===== src/rtl/aplic_latency_counter_bank_pkg.sv =====
// Shared types and default sizes for the APLIC latency counter bank.
package aplic_counter_pkg;

   typedef enum logic [1:0] {
      CNT_IDLE = 2'd0,
      CNT_RUN  = 2'd1,
      CNT_DONE = 2'd2
   } cnt_state_e;

   localparam int unsigned NUM_CH_DEF = 4;
   localparam int unsigned CNT_W_DEF  = 32;

endpackage


===== src/rtl/aplic_latency_counter_bank_if.sv =====
// Start/stop/clear controls and packed per-channel results of the counter bank.
interface aplic_latency_counter_bank_if
   import aplic_counter_pkg::*;
#(
   parameter int unsigned NUM_CH = NUM_CH_DEF,
   parameter int unsigned CNT_W  = CNT_W_DEF
) ();

   logic [NUM_CH-1:0]       start_i;
   logic [NUM_CH-1:0]       stop_i;
   logic [NUM_CH-1:0]       clear_i;
   logic [NUM_CH*CNT_W-1:0] count_o;
   logic [NUM_CH*CNT_W-1:0] last_o;
   logic [NUM_CH*CNT_W-1:0] max_o;
   logic [NUM_CH-1:0]       busy_o;
   logic [NUM_CH-1:0]       done_o;
   logic [NUM_CH-1:0]       ovf_o;

   // Measurement requester: drives the events, observes the results.
   modport master (
      output start_i, stop_i, clear_i,
      input  count_o, last_o, max_o, busy_o, done_o, ovf_o
   );

   // Counter bank side.
   modport slave (
      input  start_i, stop_i, clear_i,
      output count_o, last_o, max_o, busy_o, done_o, ovf_o
   );

endinterface


===== src/rtl/aplic_latency_counter_bank_ch.sv =====
// One latency channel: start/stop edge detectors, IDLE/RUN/DONE FSM,
// live counter, last/max results and sticky overflow.
module aplic_latency_counter_ch
   import aplic_counter_pkg::*;
#(
   parameter int unsigned CNT_W     = CNT_W_DEF,
   parameter int unsigned SATURATE  = 1,
   parameter int unsigned TRACK_MAX = 1
) (
   input  logic             clk_i,
   input  logic             rst_sys_ni,
   input  logic             start_i,
   input  logic             stop_i,
   input  logic             clear_i,
   output logic [CNT_W-1:0] count_o,
   output logic [CNT_W-1:0] last_o,
   output logic [CNT_W-1:0] max_o,
   output logic             busy_o,
   output logic             done_o,
   output logic             ovf_o
);

   cnt_state_e       state_q;
   logic             start_q, stop_q;
   logic             start_rise, stop_rise;
   logic [CNT_W-1:0] count_q, last_q, max_q;
   logic [CNT_W-1:0] count_d;
   logic             wrap_d;
   logic             ovf_q, done_q;

   // Rising-edge events and the next counter value (saturating or wrapping).
   always_comb begin
      start_rise = start_i & ~start_q;
      stop_rise  = stop_i & ~stop_q;
      wrap_d     = &count_q;
      if (!wrap_d) begin
         count_d = count_q + 1'b1;
      end else if (SATURATE != 0) begin
         count_d = '1;
      end else begin
         count_d = '0;
      end
   end

   // Edge-detector history, sampled every cycle including during clear.
   always_ff @(posedge clk_i or negedge rst_sys_ni) begin
      if (!rst_sys_ni) begin
         start_q <= 1'b0;
         stop_q  <= 1'b0;
      end else begin
         start_q <= start_i;
         stop_q  <= stop_i;
      end
   end

   // Measurement FSM with registered results; clear overrides any event.
   always_ff @(posedge clk_i or negedge rst_sys_ni) begin
      if (!rst_sys_ni) begin
         state_q <= CNT_IDLE;
         count_q <= '0;
         last_q  <= '0;
         max_q   <= '0;
         ovf_q   <= 1'b0;
         done_q  <= 1'b0;
      end else if (clear_i) begin
         state_q <= CNT_IDLE;
         count_q <= '0;
         last_q  <= '0;
         max_q   <= '0;
         ovf_q   <= 1'b0;
         done_q  <= 1'b0;
      end else begin
         done_q <= 1'b0;
         case (state_q)
            CNT_IDLE, CNT_DONE: begin
               if (start_rise) begin
                  state_q <= CNT_RUN;
                  count_q <= '0;
               end
            end
            CNT_RUN: begin
               count_q <= count_d;
               if (wrap_d) begin
                  ovf_q <= 1'b1;
               end
               if (stop_rise) begin
                  state_q <= CNT_DONE;
                  last_q  <= count_d;
                  done_q  <= 1'b1;
                  if ((TRACK_MAX != 0) && (count_d > max_q)) begin
                     max_q <= count_d;
                  end
               end
            end
            default: state_q <= CNT_IDLE;
         endcase
      end
   end

   assign count_o = count_q;
   assign last_o  = last_q;
   assign max_o   = max_q;
   assign busy_o  = (state_q == CNT_RUN);
   assign done_o  = done_q;
   assign ovf_o   = ovf_q;

endmodule


===== src/rtl/aplic_latency_counter_bank.sv =====
// Bank of NUM_CH independent latency channels; wiring and output packing only.
module aplic_latency_counter_bank
   import aplic_counter_pkg::*;
#(
   parameter int unsigned NUM_CH    = NUM_CH_DEF,
   parameter int unsigned CNT_W     = CNT_W_DEF,
   parameter int unsigned SATURATE  = 1,
   parameter int unsigned TRACK_MAX = 1
) (
   input  logic                         clk_i,
   input  logic                         rst_sys_ni,
   aplic_latency_counter_bank_if.slave  bus_if
);

   for (genvar c = 0; c < NUM_CH; c++) begin : g_ch
      aplic_latency_counter_ch #(
         .CNT_W     (CNT_W),
         .SATURATE  (SATURATE),
         .TRACK_MAX (TRACK_MAX)
      ) u_ch (
         .clk_i      (clk_i),
         .rst_sys_ni (rst_sys_ni),
         .start_i    (bus_if.start_i[c]),
         .stop_i     (bus_if.stop_i[c]),
         .clear_i    (bus_if.clear_i[c]),
         .count_o    (bus_if.count_o[c*CNT_W +: CNT_W]),
         .last_o     (bus_if.last_o[c*CNT_W +: CNT_W]),
         .max_o      (bus_if.max_o[c*CNT_W +: CNT_W]),
         .busy_o     (bus_if.busy_o[c]),
         .done_o     (bus_if.done_o[c]),
         .ovf_o      (bus_if.ovf_o[c])
      );
   end

endmodule


===== src/flat_wrapper.sv =====
// flat-port wrapper written by rule: the top's interface ports become plain ports
module aplic_latency_counter_bank_flat import aplic_counter_pkg::*;
#(
   parameter int unsigned NUM_CH    = NUM_CH_DEF,
   parameter int unsigned CNT_W     = CNT_W_DEF,
   parameter int unsigned SATURATE  = 1,
   parameter int unsigned TRACK_MAX = 1
)
  (clk_i, rst_sys_ni, bus_if_start_i, bus_if_stop_i, bus_if_clear_i, bus_if_count_o, bus_if_last_o, bus_if_max_o, bus_if_busy_o, bus_if_done_o, bus_if_ovf_o);
  aplic_latency_counter_bank_if #(.NUM_CH(NUM_CH), .CNT_W(CNT_W)) bus_if_i ();
  input  logic clk_i;
  input  logic rst_sys_ni;
  input wire logic [$bits(bus_if_i.start_i)-1:0] bus_if_start_i;
  input wire logic [$bits(bus_if_i.stop_i)-1:0] bus_if_stop_i;
  input wire logic [$bits(bus_if_i.clear_i)-1:0] bus_if_clear_i;
  output wire logic [$bits(bus_if_i.count_o)-1:0] bus_if_count_o;
  output wire logic [$bits(bus_if_i.last_o)-1:0] bus_if_last_o;
  output wire logic [$bits(bus_if_i.max_o)-1:0] bus_if_max_o;
  output wire logic [$bits(bus_if_i.busy_o)-1:0] bus_if_busy_o;
  output wire logic [$bits(bus_if_i.done_o)-1:0] bus_if_done_o;
  output wire logic [$bits(bus_if_i.ovf_o)-1:0] bus_if_ovf_o;
  assign bus_if_i.start_i = bus_if_start_i;
  assign bus_if_i.stop_i = bus_if_stop_i;
  assign bus_if_i.clear_i = bus_if_clear_i;
  assign bus_if_count_o = bus_if_i.count_o;
  assign bus_if_last_o = bus_if_i.last_o;
  assign bus_if_max_o = bus_if_i.max_o;
  assign bus_if_busy_o = bus_if_i.busy_o;
  assign bus_if_done_o = bus_if_i.done_o;
  assign bus_if_ovf_o = bus_if_i.ovf_o;
  aplic_latency_counter_bank #(.NUM_CH(NUM_CH), .CNT_W(CNT_W), .SATURATE(SATURATE), .TRACK_MAX(TRACK_MAX)) u_core (.clk_i(clk_i), .rst_sys_ni(rst_sys_ni), .bus_if(bus_if_i));
endmodule

===== config.mk =====
export PLATFORM = sky130hd
export DESIGN_NAME = aplic_latency_counter_bank_flat
export DESIGN_NICKNAME = d
export VERILOG_FILES = /design/src/rtl/aplic_latency_counter_bank_pkg.sv /design/src/rtl/aplic_latency_counter_bank_if.sv /design/src/rtl/aplic_latency_counter_bank_ch.sv /design/src/rtl/aplic_latency_counter_bank.sv /design/src/flat_wrapper.sv
export SDC_FILE = /design/constraint.sdc
export NUM_CORES = 1
export LEC_CHECK = 0
export ABC_AREA = 1
export BUFFER_PORTS_ARGS = -buffer_cell sky130_fd_sc_hd__buf_2
export CAP_MARGIN = 20
export CELL_PAD_IN_SITES_DETAIL_PLACEMENT = 0
export CELL_PAD_IN_SITES_GLOBAL_PLACEMENT = 1
export CORE_ASPECT_RATIO = 0.5
export CORE_MARGIN = 2
export CORE_UTILIZATION = 35
export CTS_CLUSTER_SIZE = 8
export DETAILED_ROUTE_END_ITERATION = 7
export PLACE_DENSITY = 0.75
export SLEW_MARGIN = 5
export SYNTH_ARGS = -nofsm -noshare
export SYNTH_HDL_FRONTEND = slang
export SYNTH_HIERARCHICAL = 1
export SYNTH_SLANG_ARGS = --single-unit

===== constraint.sdc =====
create_clock -name clk_i -period 3.3 [get_ports clk_i]
set_clock_uncertainty 0.15 [all_clocks]
set_input_delay 0.165 -clock clk_i [delete_from_list [all_inputs] [get_ports clk_i]]
set_output_delay 0.165 -clock clk_i [all_outputs]
set_load 0.05 [all_outputs]

# Word-level counts from Yosys, hierarchy flattened
# Index checks and enable logic that the tools add are counted.
# word_totals
regBits,408
in_bits,14
word_cells,208
# classes
add_sub_neg,4
magnitude_cmp,4
eq_ne,16
n_mux,84
n_bitwise,16
reduce_logical,52
# op_table
operator,n
two-way mux 32 bit,40
case mux 32 bit (2 select lines),4
"adder 32 x 1 -> 32 bit, second input constant",4
> comparator 32 bit,4
AND reduction 32 bit,4
AND reduction 2 bit,16
nonzero test 2 bit,16
two-way mux 1 bit,24
two-way mux 2 bit,12
case mux 2 bit (2 select lines),4
"inequality test 3 x 2 -> 1 bit, second input constant",4
"inequality test 3 bit, second input constant",4
AND reduction 3 bit,4
nonzero test 3 bit,4
bitwise AND 1 bit,8
"== test 2 x 1 -> 1 bit, second input constant",4
"== test 2 bit, second input constant",4
logical NOT 2 bit,4
inverter 1 bit,8
OR reduction 2 bit,4

# Depth between registers and ports, before layout
# Gate-level depths: netlist (run 1).
# logic_depth
word_depth,7
ltp_mapped,24
ltp_nobuf,23

# Modules after synthesis
# Netlist (run 1), hierarchy kept.
# modules_own_cells
module,instances,cells_per_inst,area_per_inst_um2,seq_area_each_um2
aplic_latency_counter_ch (u_core.g_ch[1].u_ch),1,785,6302.3,2552.4
aplic_latency_counter_ch (u_core.g_ch[2].u_ch),1,786,6242.2,2552.4
aplic_latency_counter_ch (u_core.g_ch[0].u_ch),1,782,6145.9,2552.4
aplic_latency_counter_ch (u_core.g_ch[3].u_ch),1,781,5993.2,2552.4

# Least setup slack after synthesis (run 1)
# Ideal clock, no wire load.
# synth_path
path_type,register -> register
startpoint,register u_core.g_ch[0].u_ch.count_q[0]
endpoint,register u_core.g_ch[0].u_ch.max_q[17]
setup_time_ns,0.066
arrival_time_ns,3.053
t_required_ns,3.084
path_slack_ns,0.031
path_stages_with_launch,22
path_buffers,2
cell_sequence,dfrtp_1 ha_1 nand2_2 nor2_4 nand2_2 nor2_4 nand2_4 buf_6 nand3_2 ha_1 nand2_1 inv_1 nand2_1 nand2_1 nand2_1 nand3_1 a21oi_1 nand2_1 nand2_1 buf_2 nand3_1 nand2_1
# synth_between
elab_chain_len,6
word_cells_on_any_way,10
cone_classes,add/sub: 1; order compare: 1; mux: 5; reduce/logical: 3
# synth_lines
item,line,rtl
start: declaration,aplic_latency_counter_bank_ch.sv:26,"logic [CNT_W-1:0] count_q, last_q, max_q;"
start signal: assignment,aplic_latency_counter_bank_ch.sv:82,count_q <= count_d;
adder 32 x 1 -> 32 bit / AND reduction 32 bit (equally long branches),"aplic_latency_counter_bank_ch.sv:37, aplic_latency_counter_bank_ch.sv:35",
two-way mux 32 bit *,aplic_latency_counter_bank_ch.sv:36,if (!wrap_d) begin
"parallel branches: the longest is 4 deep, another holds > comparator 32 bit",-,
end signal: assignment,aplic_latency_counter_bank_ch.sv:91,max_q <= count_d;
end: declaration,aplic_latency_counter_bank_ch.sv:26,
# Mark *: on every way between the ends. The select of a mux whose other input is x is not followed.
# A chain may end at the register's enable or synchronous reset.

# Final worst setup path (run 1)
# layout_path
startpoint,register u_core.g_ch[1].u_ch.count_q[1]
endpoint,register u_core.g_ch[1].u_ch.max_q[14]
# layout_between
elab_chain_len,6
word_cells_on_any_way,10
cone_classes,add/sub: 1; order compare: 1; mux: 5; reduce/logical: 3
# layout_lines
item,line
start: declaration,aplic_latency_counter_bank_ch.sv:26
start signal: assignment,aplic_latency_counter_bank_ch.sv:82
adder 32 x 1 -> 32 bit / AND reduction 32 bit (equally long branches),"aplic_latency_counter_bank_ch.sv:37, aplic_latency_counter_bank_ch.sv:35"
two-way mux 32 bit *,aplic_latency_counter_bank_ch.sv:36
"parallel branches: the longest is 4 deep, another holds > comparator 32 bit",-
end signal: assignment,aplic_latency_counter_bank_ch.sv:91
end: declaration,aplic_latency_counter_bank_ch.sv:26
# Marks and branches as above.

==> summary.md, run 1 <==
| Metric | Value |
|---|---|
| Design area | `approximately 34,000 um2` |
| Min Tclk post-route | `between 3000 and 4000 ps` |
| Clk Latency, worst-skew pair | `about 640 ps` |
| HPWL after DPL | `70.36 mm` |
| Initial Util | `35.60%` |
| Seq/Total Area, Yosys | `41.36%` |
| RSZ-0062 raised after global routing | `true` |
| Total Nets Final | `3,980` |
| Top-area cell type share of the netlist area | `between 40% and 50%` |
| Row count | `68` |
| Gpl congestion | `between 0.9 and 1` |
| Antenna Nets Post-Route | `0` |
| CP Launch Type | `flop` |
| Synth top cells by count | `nand2_1 (934), dfrtp_1 (408), inv_1 (334)` |
| Final Hold Vio Count | `0` |
| Starting DRT DRC Count | `approximately 1,700` |
| Final setup viols | `0` |
| First-pass GRT wire length | `around 140 mm` |
| Synth area leader | `dfrtp_1` |
| I/O Pins | `410` |
| Mapped Cells | `approximately 3,100` |
| Internal Power | `0.008676 W` |
| Core area | `roughly 69,000 um2` |
| Setup TNS | `0 ps` |
| Initial antenna violation count | `1` |
| Run status | `finished, final reports clean` |
| Slew @ Worst Pin | `910.8 ps` |
| Hold path cells | `2` |
| Max Fclk | `310.5 MHz` |
| R2r worst-path depth | `19` |
| Area after DPL | `between 20,000 and 30,000 um2` |
| Width of the die | `379.6 um` |
| Ys async rst share | `100.0%` |
| Switching power | `between 0.003 and 0.004 W` |
| FF+latch count, synth | `around 400` |
| Area grow syn2layout | `35.75%` |
| Clk root buf | `clkbuf_16` |
| Slew headroom | `about two fifths` |
| Antenna diodes | `0` |
| Via density | `between 5 and 6` |
| DRC errors left | `0` |
| CP required | `between 3000 and 4000 ps` |
| Cell variety after synth | `44` |
| Synth Flop Type | `dfrtp_1` |
| PortBufs | `between 400 and 500` |
| Clock sinks | `between 400 and 500` |
| Number of synthesized flops with an enable pin | `0` |
| Tot GR Track Use | `approximately a quarter` |
| CTS tree | `done` |
| # fillers | `slightly below 7,000` |
| Min-Delay Path Class | `in -> reg` |
| Worst vdd ir | `about 0.34 mV` |
| Worst R2R Setup Slack | `80 ps` |
| Cts bufs inserted | `57` |
| Share of layout cells above drive strength 1 | `35.28%` |
| Sw Ratio | `between 30% and 40%` |
| Final wirelength | `95.01 mm` |
| Logic pwr share | `15.5%` |
| Ys Warns | `6` |
| Worst r2r src | `u_core/g_ch[1].u_ch/count_o[1]` |
| Worst-path clk slew | `50 ps` |
| Fin crit share | `between 90% and 100%` |
| Pwr Density | `between 300 and 400 nW/um2` |
| CP Data Arrival Time | `3590 ps` |
| Leakage | `17.14 nW` |
| H-tree depth | `2` |
| Post-Syn Area | `between 20,000 and 25,000 um2` |
| Syn Area/Cell | `7.876 um2` |
| Die Span Y | `approximately 190 um` |
| Largest net degree at the start of global routing | `95` |
| Vias in the first global route | `about 23,000` |
| GRT overflow | `0` |
| Sequential share of power | `just over 40%` |
| Top post-synthesis cells by area | `dfrtp_1 (41%), nand2_1 (14%), ha_1 (6.7%), inv_1 (5.1%), nand3_1 (4.8%)` |
| Die footprint | `roughly 73,000 um2` |
| Vias post-DR | `24,270` |
| Final slew viol count | `0` |
| Synth Net Count | `3,280` |
| Worst-path fanout max | `8` |
| Worst-case clock buffer depth | `3` |
| WS Path Type | `reg -> reg` |
| R2R Path End | `u_core/g_ch[1].u_ch/max_o[14]` |
| Max_cap viols | `0` |
| Final Util | `48.32%` |
| Most frequent cell after synthesis | `nand2_1` |
| WL/cell | `about 20 um` |
| Hold path endpoint | `u_core/g_ch[2].u_ch/stop_q` |
| Critical path endpoint category | `flop` |
| Drt pass-1 iters | `5` |
| Power share of the clock group | `~43%` |
| HP Start | `bus_if_stop_i[2]` |
placed cells by master (no fill, tap or decap), types with 96 or more instances in the layout:
master and count:
nand2_1 869, buf_2 408, dfrtp_1 386, inv_1 327, buf_4 282, nand3_1 212, nor2_1 140, nand4_1 122
nand2_2 111, ha_1 109, o21ai_1 96
critical path, stage by stage (launching register included):
cell	delay [ps]
dfrtp_1	390
buf_4	160
nand2_2	100
nor2_4	210
buf_4	150
buf_4	100
nand2_1	40
nand2_1	70
nand3_2	160
ha_4	330
nand2_1	50
inv_1	70
nand4_1	220
nor2_4	230
nand2_1	90
nand2_2	120
nand2_4	120
clkbuf_16	200
nand3_1	70
nand2_1	60
area by class of cell:
| cell class | instances | area, um2 | share of cell area [%] |
|---|---|---|---|
| multi-input combinational | 2242 | 13700 | 40.89 |
| sequential | 408 | 10240 | 30.55 |
| timing repair buffer | 768 | 5518 | 16.47 |
| clock buffer | 59 | 1434 | 4.279 |
| inverter | 356 | 1351 | 4.033 |
| tap | 945 | 1182 | 3.529 |
| clock inverter | 4 | 75.07 | 0.2240 |
| timing repair inverter | 1 | 8.758 | 0.02614 |
sequential cells by signal, summed over array words and instances (netlist names):
name,cells
u_core/g_ch.u_ch/max_o,128
u_core/g_ch.u_ch/start_q,4
u_core/g_ch.u_ch/count_o,128
u_core/g_ch.u_ch/last_o,128
u_core/g_ch.u_ch/done_o,4
u_core/g_ch.u_ch/ovf_o,4
u_core/g_ch.u_ch/state_q,8
u_core/g_ch.u_ch/stop_q,4
metrics by stage:
step	total power (W)	std cells	hold WS, ps	worst slack, ps
3_3_place_gp	0.006797	4622	22.88	-213.2
3_5_place_dp	0.006817	4623	18.08	-242.6
6_report	0.01239	4783	60.37	79.17
5_1_grt	0.01287	4783	33.93	-75.12
4_1_cts	0.01229	4700	6.457	-4.615
2_1_floorplan	0.006143	3134	-280.6	30.76
worst max path at each step:
stage               depth (start not counted)                           start                            end  slack (ps)
floorplan                                  21  u_core/g_ch[0].u_ch/count_o[0]  u_core/g_ch[0].u_ch/max_o[17]          30
global placement                           18  u_core/g_ch[1].u_ch/count_o[0]   u_core/g_ch[1].u_ch/max_o[6]        -210
detailed placement                         18  u_core/g_ch[1].u_ch/count_o[0]   u_core/g_ch[1].u_ch/max_o[5]        -240
CTS                                        19  u_core/g_ch[1].u_ch/count_o[0]   u_core/g_ch[1].u_ch/max_o[5]          -5
global route                               21  u_core/g_ch[3].u_ch/count_o[0]   u_core/g_ch[3].u_ch/max_o[2]         -80
finish                                     19  u_core/g_ch[1].u_ch/count_o[1]  u_core/g_ch[1].u_ch/max_o[14]          80
kinds of logic (layout without fill, tap and decap cells):
logic type / Yosys count / after routing / synth area share (%)
AND/OR/NAND/NOR: 1722 / 1723 / 33.05
buffers and inverters: 485 / 1188 / 8.090
flip-flops: 408 / 408 / 41.36
AO/OA/AOI/OAI: 352 / 352 / 9.519
adder cells (fa/ha/maj): 132 / 132 / 6.691
XOR/XNOR: 31 / 31 / 1.100
multiplexers: 4 / 4 / 0.1825
repair_timing:
item                                    4_1_cts  5_1_grt
pin swaps                                     0       92
hold buffers                                 14        0
gates cloned                                  0       17
setup buffers                                 0       67
gates resized for setup                      18      337
endpoints found under the hold margin       485        0
endpoints found under the setup margin       99      128
power groups by stage:
stage,combinational (W),clock (W),sequential (W)
3_3_place_gp,0.00161,0,0.00518
3_5_place_dp,0.00163,0,0.00519
2_1_floorplan,0.000820,0,0.00532
4_1_cts,0.00166,0.00552,0.00510
5_1_grt,0.00205,0.00571,0.00511
6_report,0.00192,0.00537,0.00510
layer usage:
metal | up-vias | global-route usage [%] | wire, um
met2 | 649 | 41.70 | 45730
met3 | 160 | 2.921 | 4531
met4 | 0 | 8.321 | 3444
met5 | - | 0 | 0
met1 | 11780 | 32.32 | 41300
li1 | 11680 | - | -
No activity file was read; power rests on OpenSTA's default activity.
==> run 2, diff against run 1 <==
--- a/config.mk
+++ b/config.mk
@@ -12,10 +12,10 @@
 export CELL_PAD_IN_SITES_GLOBAL_PLACEMENT = 1
 export CORE_ASPECT_RATIO = 0.5
 export CORE_MARGIN = 2
-export CORE_UTILIZATION = 35
+export CORE_UTILIZATION = 42
 export CTS_CLUSTER_SIZE = 8
 export DETAILED_ROUTE_END_ITERATION = 7
-export PLACE_DENSITY = 0.75
+export PLACE_DENSITY = 0.87
 export SLEW_MARGIN = 5
 export SYNTH_ARGS = -nofsm -noshare
 export SYNTH_HDL_FRONTEND = slang
==> summary.md, run 2 (synthesized netlist as in run 1, its figures left out) <==
| Metric | Value |
|---|---|
| Area grow syn2layout | `30.52% (was 35.75%)` |
| Top delay family on crit path | `simple AND/OR/NAND/NOR gates (unchanged)` |
| Via density | `5.402 (was 5.074)` |
| Antenna Nets Post-Route | `0 (unchanged)` |
| Dpl ws | `-182.7 ps (was -242.6 ps)` |
| Clk root buf | `clkbuf_16 (unchanged)` |
| Worst Setup SP | `u_core/g_ch[1].u_ch/count_o[1] (unchanged)` |
| Total Nets Final | `3,909 (was 3,980)` |
| Crit path to | `u_core/g_ch[1].u_ch/max_o[20] (was u_core/g_ch[1].u_ch/max_o[14])` |
| Leakage | `16.60 nW (was 17.14 nW)` |
| WS Path Type | `reg -> reg (unchanged)` |
| Die Span Y | `175.4 um (was 191.8 um)` |
| Width of the die | `346.8 um (was 379.6 um)` |
| Worst r2r src | `u_core/g_ch[1].u_ch/count_o[1] (unchanged)` |
| CP Buf/Inv Count | `3 (was 5)` |
| HPWL after DPL | `65.89 mm (was 70.36 mm)` |
| Most common cell after layout, fill and taps aside | `nand2_1 (unchanged)` |
| CP Data Arrival Time | `3540 ps (was 3590 ps)` |
| Cts bufs inserted | `57 (unchanged)` |
| Vias in the first global route | `23,060 (was 23,260)` |
| Worst vdd ir | `0.3806 mV (was 0.3426 mV)` |
| Max_cap viols | `0 (unchanged)` |
| Design Power | `0.01215 W (was 0.01239 W)` |
| Tot GR Track Use | `27.79% (was 24.47%)` |
| Pwr Density | `377.2 nW/um2 (was 369.9 nW/um2)` |
| H-tree depth | `2 (unchanged)` |
| Fin crit share | `97.41% (was 97.60%)` |
| Initial antenna violation count | `0 (was 1)` |
| Min Tclk post-route | `3214 ps (was 3221 ps)` |
| R2R Path End | `u_core/g_ch[1].u_ch/max_o[20] (was u_core/g_ch[1].u_ch/max_o[14])` |
| Critical path endpoint category | `flop (unchanged)` |
| Share of layout cells above drive strength 1 | `32.71% (was 35.28%)` |
| CP Launch Type | `flop (unchanged)` |
| Crit-path most repeated cell | `nor2_4 (was nand2_1)` |
| Final Hold Vio Count | `0 (unchanged)` |
| Drt pass-1 iters | `5 (unchanged)` |
| Worst-path fanout max | `7 (was 8)` |
| # fillers | `5,358 (was 6,877)` |
| GRT overflow | `0 (unchanged)` |
| CTS tree | `done (unchanged)` |
| Final setup viols | `0 (unchanged)` |
| R2r worst-path depth | `19 (unchanged)` |
| Row count | `62 (was 68)` |
| Starting DRT DRC Count | `2,121 (was 1,725)` |
| Worst-path clk slew | `50 ps (about the same)` |
| Min-Delay Path Class | `in -> async (was in -> reg)` |
| WL/cell | `19.73 um (was 19.86 um)` |
| Antenna diodes | `0 (unchanged)` |
| Initial Util | `42.77% (was 35.60%)` |
| Vias post-DR | `24,500 (was 24,270)` |
| Max Fclk | `311.1 MHz (was 310.5 MHz)` |
| Final slew viol count | `0 (unchanged)` |
| First-pass GRT wire length | `133.4 mm (was 138.6 mm)` |
| Crit-path max cell delay | `400 ps (was 390 ps)` |
| Slew headroom | `27.71% (was 39.28%)` |
| Most frequent cells in the layout | `nand2_1 (888), buf_2 (408), dfrtp_1 (381), inv_1 (328), nand3_1 (227) (was nand2_1 (869), buf_2 (408), dfrtp_1 (386), inv_1 (327), buf_4 (282))` |
| CP required | `3630 ps (was 3670 ps)` |
| Worst Setup Slack, final | `85.61 ps (was 79.17 ps)` |
| DRC errors left | `0 (unchanged)` |
| Worst R2R Setup Slack | `90 ps (was 80 ps)` |
| Die footprint | `60,840 um2 (was 72,790 um2)` |
| Clk Latency, worst-skew pair | `610 ps (was 640 ps)` |
| Core area | `57,720 um2 (was 69,340 um2)` |
| I/O Pins | `410 (unchanged)` |
| Clock sinks | `408 (unchanged)` |
| Largest net degree at the start of global routing | `95 (unchanged)` |
| Final wirelength | `89.50 mm (was 95.01 mm)` |
| Slew @ Worst Pin | `1084 ps (was 910.8 ps)` |
| Worst path slowest cell | `dfrtp_2 (was dfrtp_1)` |
| Critical-path cell list | `ha_4 > nand2_4 > nor2_4 > nand2_4 > nor2_4 > nand2_8 > buf_12 > nand3_4 > ha_4 > nand2_2 > nor2_2 > nand4_1 > nor2_4 > buf_6 > a21oi_4 > nand2_8 > clkbuf_16 > nand3_1 > nand2_1 (was buf_4 > nand2_2 > nor2_4 > buf_4 > buf_4 > nand2_1 > nand2_1 > nand3_2 > ha_4 > nand2_1 > inv_1 > nand4_1 > nor2_4 > nand2_1 > nand2_2 > nand2_4 > clkbuf_16 > nand3_1 > nand2_1)` |
| Worst-case clock buffer depth | `3 (unchanged)` |
| Critical path depth | `19 (unchanged)` |
| Run status | `finished, final reports clean (unchanged)` |
| PortBufs | `409 (unchanged)` |
| Gpl congestion | `0.9620 (was 0.9342)` |
==> run 2: changes by cell type in the layout (fill, tap and decap cells not counted), moves of 6 or more <==
| cell | previous run | this run |
|---|---|---|
| buf_4 | 282 | 217 |
| nand2_1 | 869 | 888 |
| ha_4 | 21 | 14 |
| nand3_2 | 56 | 40 |
| nor2_4 | 44 | 33 |
| nor2_1 | 140 | 151 |
| nand2_2 | 111 | 102 |
| nand2_4 | 23 | 17 |
| ha_1 | 109 | 117 |
| buf_6 | 14 | 21 |
| nand3_1 | 212 | 227 |
| buf_12 | 25 | 16 |
==> run 2: worst min path at each step <==
stage | start | end | slack [ps] | cells past startpoint
floorplan | rst_sys_ni | u_core/g_ch[0].u_ch/count_o[0] | -280 | 0
global placement | rst_sys_ni | u_core/g_ch[0].u_ch/start_q | 90 | 1
detailed placement | rst_sys_ni | u_core/g_ch[0].u_ch/start_q | 90 | 1
CTS | rst_sys_ni | u_core/g_ch[3].u_ch/max_o[7] | 40 | 2
global route | bus_if_stop_i[1] | u_core/g_ch[1].u_ch/stop_q | 70 | 2
finish | rst_sys_ni | u_core/g_ch[3].u_ch/max_o[7] | 30 | 2
==> run 2: power by group <==
part           switching (W)  internal (W)
sequential         0.0000430       0.00506
clock                0.00224       0.00308
combinational        0.00127      0.000462
==> run 2: metrics by stage <==
stage | TNS [ps] | std cells | instance area, um2 | util [%] | hold WS, ps
floorplan | 0 | 3134 | 24680 | - | -280.6
global placement | -6176 | 4382 | 28690 | 49.70 | 90.50
detailed placement | -4999 | 4382 | 28690 | 49.70 | 93.80
CTS | 0 | 4466 | 30420 | 52.71 | 37.57
global route | -1756 | 4535 | 32220 | 55.82 | 66.48
finish | 0 | 4535 | 32220 | 55.82 | 34.12
==> run 2: final cells by class <==
| type | instances | area [um2] | area share, % |
|---|---|---|---|
| clock inverters | 3 | 45.04 | 0.1398 |
| multi-input cells | 2244 | 13350 | 41.45 |
| flip-flops and latches | 408 | 10240 | 31.80 |
| well taps | 768 | 960.9 | 2.983 |
| inverters | 356 | 1359 | 4.218 |
| repair buffers | 696 | 4796 | 14.89 |
| clock buffers | 60 | 1459 | 4.528 |
==> run 2: metal layers <==
layer  up-vias  wire [um]  share of wire [%]  track usage, %
met1     11880      38300                 43           37.57
met3       197       5844                6.5           4.204
met4         0       3781                4.2           11.47
li1      11520          -                  -               -
met2       911      41580                 46           44.80
met5         -          0                  0               0
==> run 2: timing repair <==
item	4_1_cts	5_1_grt
resized for setup	12	282
hold endpoints to repair	239	0
hold buffers	13	0
pin swaps	3	69
buffers inserted	8	50
cloned	0	17
setup endpoints to repair	64	128
==> run 3, diff against run 2 <==
==> constraint.sdc (replaced) <==
create_clock -name clk_i -period 3.3 [get_ports clk_i]
set_clock_uncertainty 0.15 [all_clocks]
set_input_delay 0.165 -clock clk_i [delete_from_list [all_inputs] [get_ports clk_i]]
set_output_delay 0.165 -clock clk_i [all_outputs]
set_load 0.1 [all_outputs]
==> summary.md, run 3 (synthesized netlist as in run 1, its figures left out) <==
| Metric | Value |
|---|---|
| Run status | `finished, final reports clean (unchanged)` |
| Crit-path max cell delay | `420 ps (was 400 ps)` |
| Busiest grt layer | `met2 (unchanged)` |
| Die footprint | `60,840 um2 (unchanged)` |
| Cts bufs inserted | `57 (unchanged)` |
| WL/cell | `19.23 um (was 19.73 um)` |
| GRT overflow | `0 (unchanged)` |
| Slew @ Worst Pin | `897.5 ps (was 1084 ps)` |
| CP Buf/Inv Count | `4 (was 3)` |
| Worst-case clock buffer depth | `3 (unchanged)` |
| CTS tree | `done (unchanged)` |
| Vias post-DR | `24,180 (was 24,500)` |
| Footprint of the multi-input gates | `13,160 um2 (was 13,350 um2)` |
| Antenna diodes | `0 (unchanged)` |
| Min Tclk post-route | `3235 ps (was 3214 ps)` |
| Top delay family on crit path | `simple AND/OR/NAND/NOR gates (unchanged)` |
| # fillers | `5,417 (was 5,358)` |
| Die Span Y | `175.4 um (unchanged)` |
| H-tree depth | `2 (unchanged)` |
| Final wirelength | `87.55 mm (was 89.50 mm)` |
| Leakage | `16.37 nW (was 16.60 nW)` |
| Min-Delay Path Class | `in -> async (unchanged)` |
| Final Util | `55.56% (was 55.82%)` |
| Dpl ws | `-113.6 ps (was -182.7 ps)` |
| Fin crit share | `98.02% (was 97.41%)` |
| Slew headroom | `40.17% (was 27.71%)` |
| Final slew viol count | `0 (unchanged)` |
| Met3 Resource Use GR | `4.045% (was 4.204%)` |
| First-pass GRT wire length | `130.7 mm (was 133.4 mm)` |
| Largest net degree at the start of global routing | `106 (was 95)` |
| Vias in the first global route | `22,830 (was 23,060)` |
| Worst path slowest cell | `dfrtp_2 (unchanged)` |
| WS Path Type | `reg -> reg (unchanged)` |
| Final Hold Vio Count | `0 (unchanged)` |
| Final setup viols | `0 (unchanged)` |
| Critical path endpoint category | `flop (unchanged)` |
| Core area | `57,720 um2 (unchanged)` |
| Worst-path fanout max | `7 (unchanged)` |
| Starting DRT DRC Count | `2,188 (was 2,121)` |
| HPWL after DPL | `64.32 mm (was 65.89 mm)` |
| Initial antenna violation count | `0 (unchanged)` |
| CP required | `3630 ps (about the same)` |
| I/O Pins | `410 (unchanged)` |
| Worst-path clk slew | `50 ps (about the same)` |
| Area grow syn2layout | `29.91% (was 30.52%)` |
| Pwr Density | `390.9 nW/um2 (was 377.2 nW/um2)` |
| Crit-path most repeated cell | `nand2_1 (was nor2_4)` |
| Via density | `5.312 (was 5.402)` |
| Met1 Resource Use GR | `36.84% (was 37.57%)` |
| Worst Setup Slack, final | `65.44 ps (was 85.61 ps)` |
| Max_cap viols | `0 (unchanged)` |
| Clk Latency, worst-skew pair | `610 ps (about the same)` |
| DRC errors left | `0 (unchanged)` |
| Most common cell after layout, fill and taps aside | `nand2_1 (unchanged)` |
| Antenna Nets Post-Route | `0 (unchanged)` |
| PortBufs | `409 (unchanged)` |
| Gpl congestion | `0.9609 (was 0.9620)` |
| Most frequent cells in the layout | `nand2_1 (896), buf_2 (408), inv_1 (330), dfrtp_1 (319), nand3_1 (226) (was nand2_1 (888), buf_2 (408), dfrtp_1 (381), inv_1 (328), nand3_1 (227))` |
| Share of layout cells above drive strength 1 | `33.27% (was 32.71%)` |
| Met2 GRT Util | `44.49% (was 44.80%)` |
| Storage element area | `10,320 um2 (was 10,240 um2)` |
| Drt pass-1 iters | `5 (unchanged)` |
| Total Nets Final | `3,896 (was 3,909)` |
| Row count | `62 (unchanged)` |
| Worst vdd ir | `0.4809 mV (was 0.3806 mV)` |
| Critical-path cell list | `nand2_1 > nor2_2 > buf_4 > nand2_2 > nor2_2 > nand2_1 > nand2_1 > nand3_2 > ha_1 > nand2_1 > nor2_2 > nand2_2 > nor2_2 > buf_4 > buf_4 > a21oi_4 > nand2_4 > clkbuf_16 > nand3_1 > nand2_1 (was ha_4 > nand2_4 > nor2_4 > nand2_4 > nor2_4 > nand2_8 > buf_12 > nand3_4 > ha_4 > nand2_2 > nor2_2 > nand4_1 > nor2_4 > buf_6 > a21oi_4 > nand2_8 > clkbuf_16 > nand3_1 > nand2_1)` |
| CP Data Arrival Time | `3560 ps (was 3540 ps)` |
| Tot GR Track Use | `27.31% (was 27.79%)` |
| CP Launch Type | `flop (unchanged)` |
| Clock sinks | `408 (unchanged)` |
| Width of the die | `346.8 um (unchanged)` |
| Clk root buf | `clkbuf_16 (unchanged)` |
| Initial Util | `42.77% (unchanged)` |
| Max Fclk | `309.2 MHz (was 311.1 MHz)` |
-- run 3: cell count changes in the layout (fill, tap and decap cells not counted), moves of 6 or more --
cell	delta
ha_4	-6
clkbuf_1	+29
nor2_2	-7
dfrtp_2	+62
buf_12	+6
buf_6	-12
nand2_1	+8
dfrtp_1	-62
ha_1	+7
-- run 3: timing repair --
action                                 CTS  global route
buffers inserted                         1            44
setup endpoints to repair               91           128
cloned                                   0            16
pin swaps                                1            43
gates resized for setup                 15           209
hold buffers                            13             0
endpoints found under the hold margin  472             0
-- run 3: path summary, 6_finish.rpt --
kind	startpoint	end	slack, ps	cells after the start
max	u_core/g_ch[0].u_ch/count_o[8]	u_core/g_ch[0].u_ch/max_o[31]	70	20
min	rst_sys_ni	u_core/g_ch[3].u_ch/max_o[18]	60	3
max reg2reg	u_core/g_ch[0].u_ch/count_o[8]	u_core/g_ch[0].u_ch/max_o[31]	70	20
min reg2reg	u_core/g_ch[2].u_ch/last_o[31]	u_core/g_ch[2].u_ch/last_o[31]	320	2
max in group asynchronous	rst_sys_ni	u_core/g_ch[3].u_ch/count_o[4]	2100	3
min in group clk_i	bus_if_stop_i[3]	u_core/g_ch[3].u_ch/stop_q	60	2
-- run 3: routing by layer --
metal	vias to the layer above	part of all wire, %
met5	-	0
met2	834	47
met1	11630	43
li1	11530	-
met3	183	5.8
met4	0	4.2
-- run 3: per-stage QoR --
step	area, um2	setup TNS [ps]	std cells	hold WS (ps)	power (W)
final	32070	0	4552	59.17	0.01253
after global routing	32070	-1715	4552	59.89	0.01299
after CTS	30630	0	4490	26.54	0.01247
after detailed placement	28840	-3551	4383	129.4	0.006919
after global placement	28810	-2782	4382	137.8	0.006891
after floorplan	24790	0	3134	-280.6	0.006327
-- run 3: worst min-delay path, stage by stage --
cell and delay [ps]:
dlygate4sd3_1 560, buf_8 160, buf_12 330
-- run 3: layout make-up --
class | instances | share of cell area [%]
clock buffers | 89 | 4.854
clock inverters | 4 | 0.1444
inverters | 356 | 4.191
multi-input cells | 2243 | 41.04
well taps | 768 | 2.997
repair buffers | 683 | 14.57
flip-flops and latches | 408 | 32.19
repair inverters | 1 | 0.01951
-- run 3: power breakdown --
group	switching, W	internal, W	leakage, nW
sequential	0.0000452	0.00506	5.52
combinational	0.00145	0.000469	10.1
clock	0.00232	0.00319	0.769
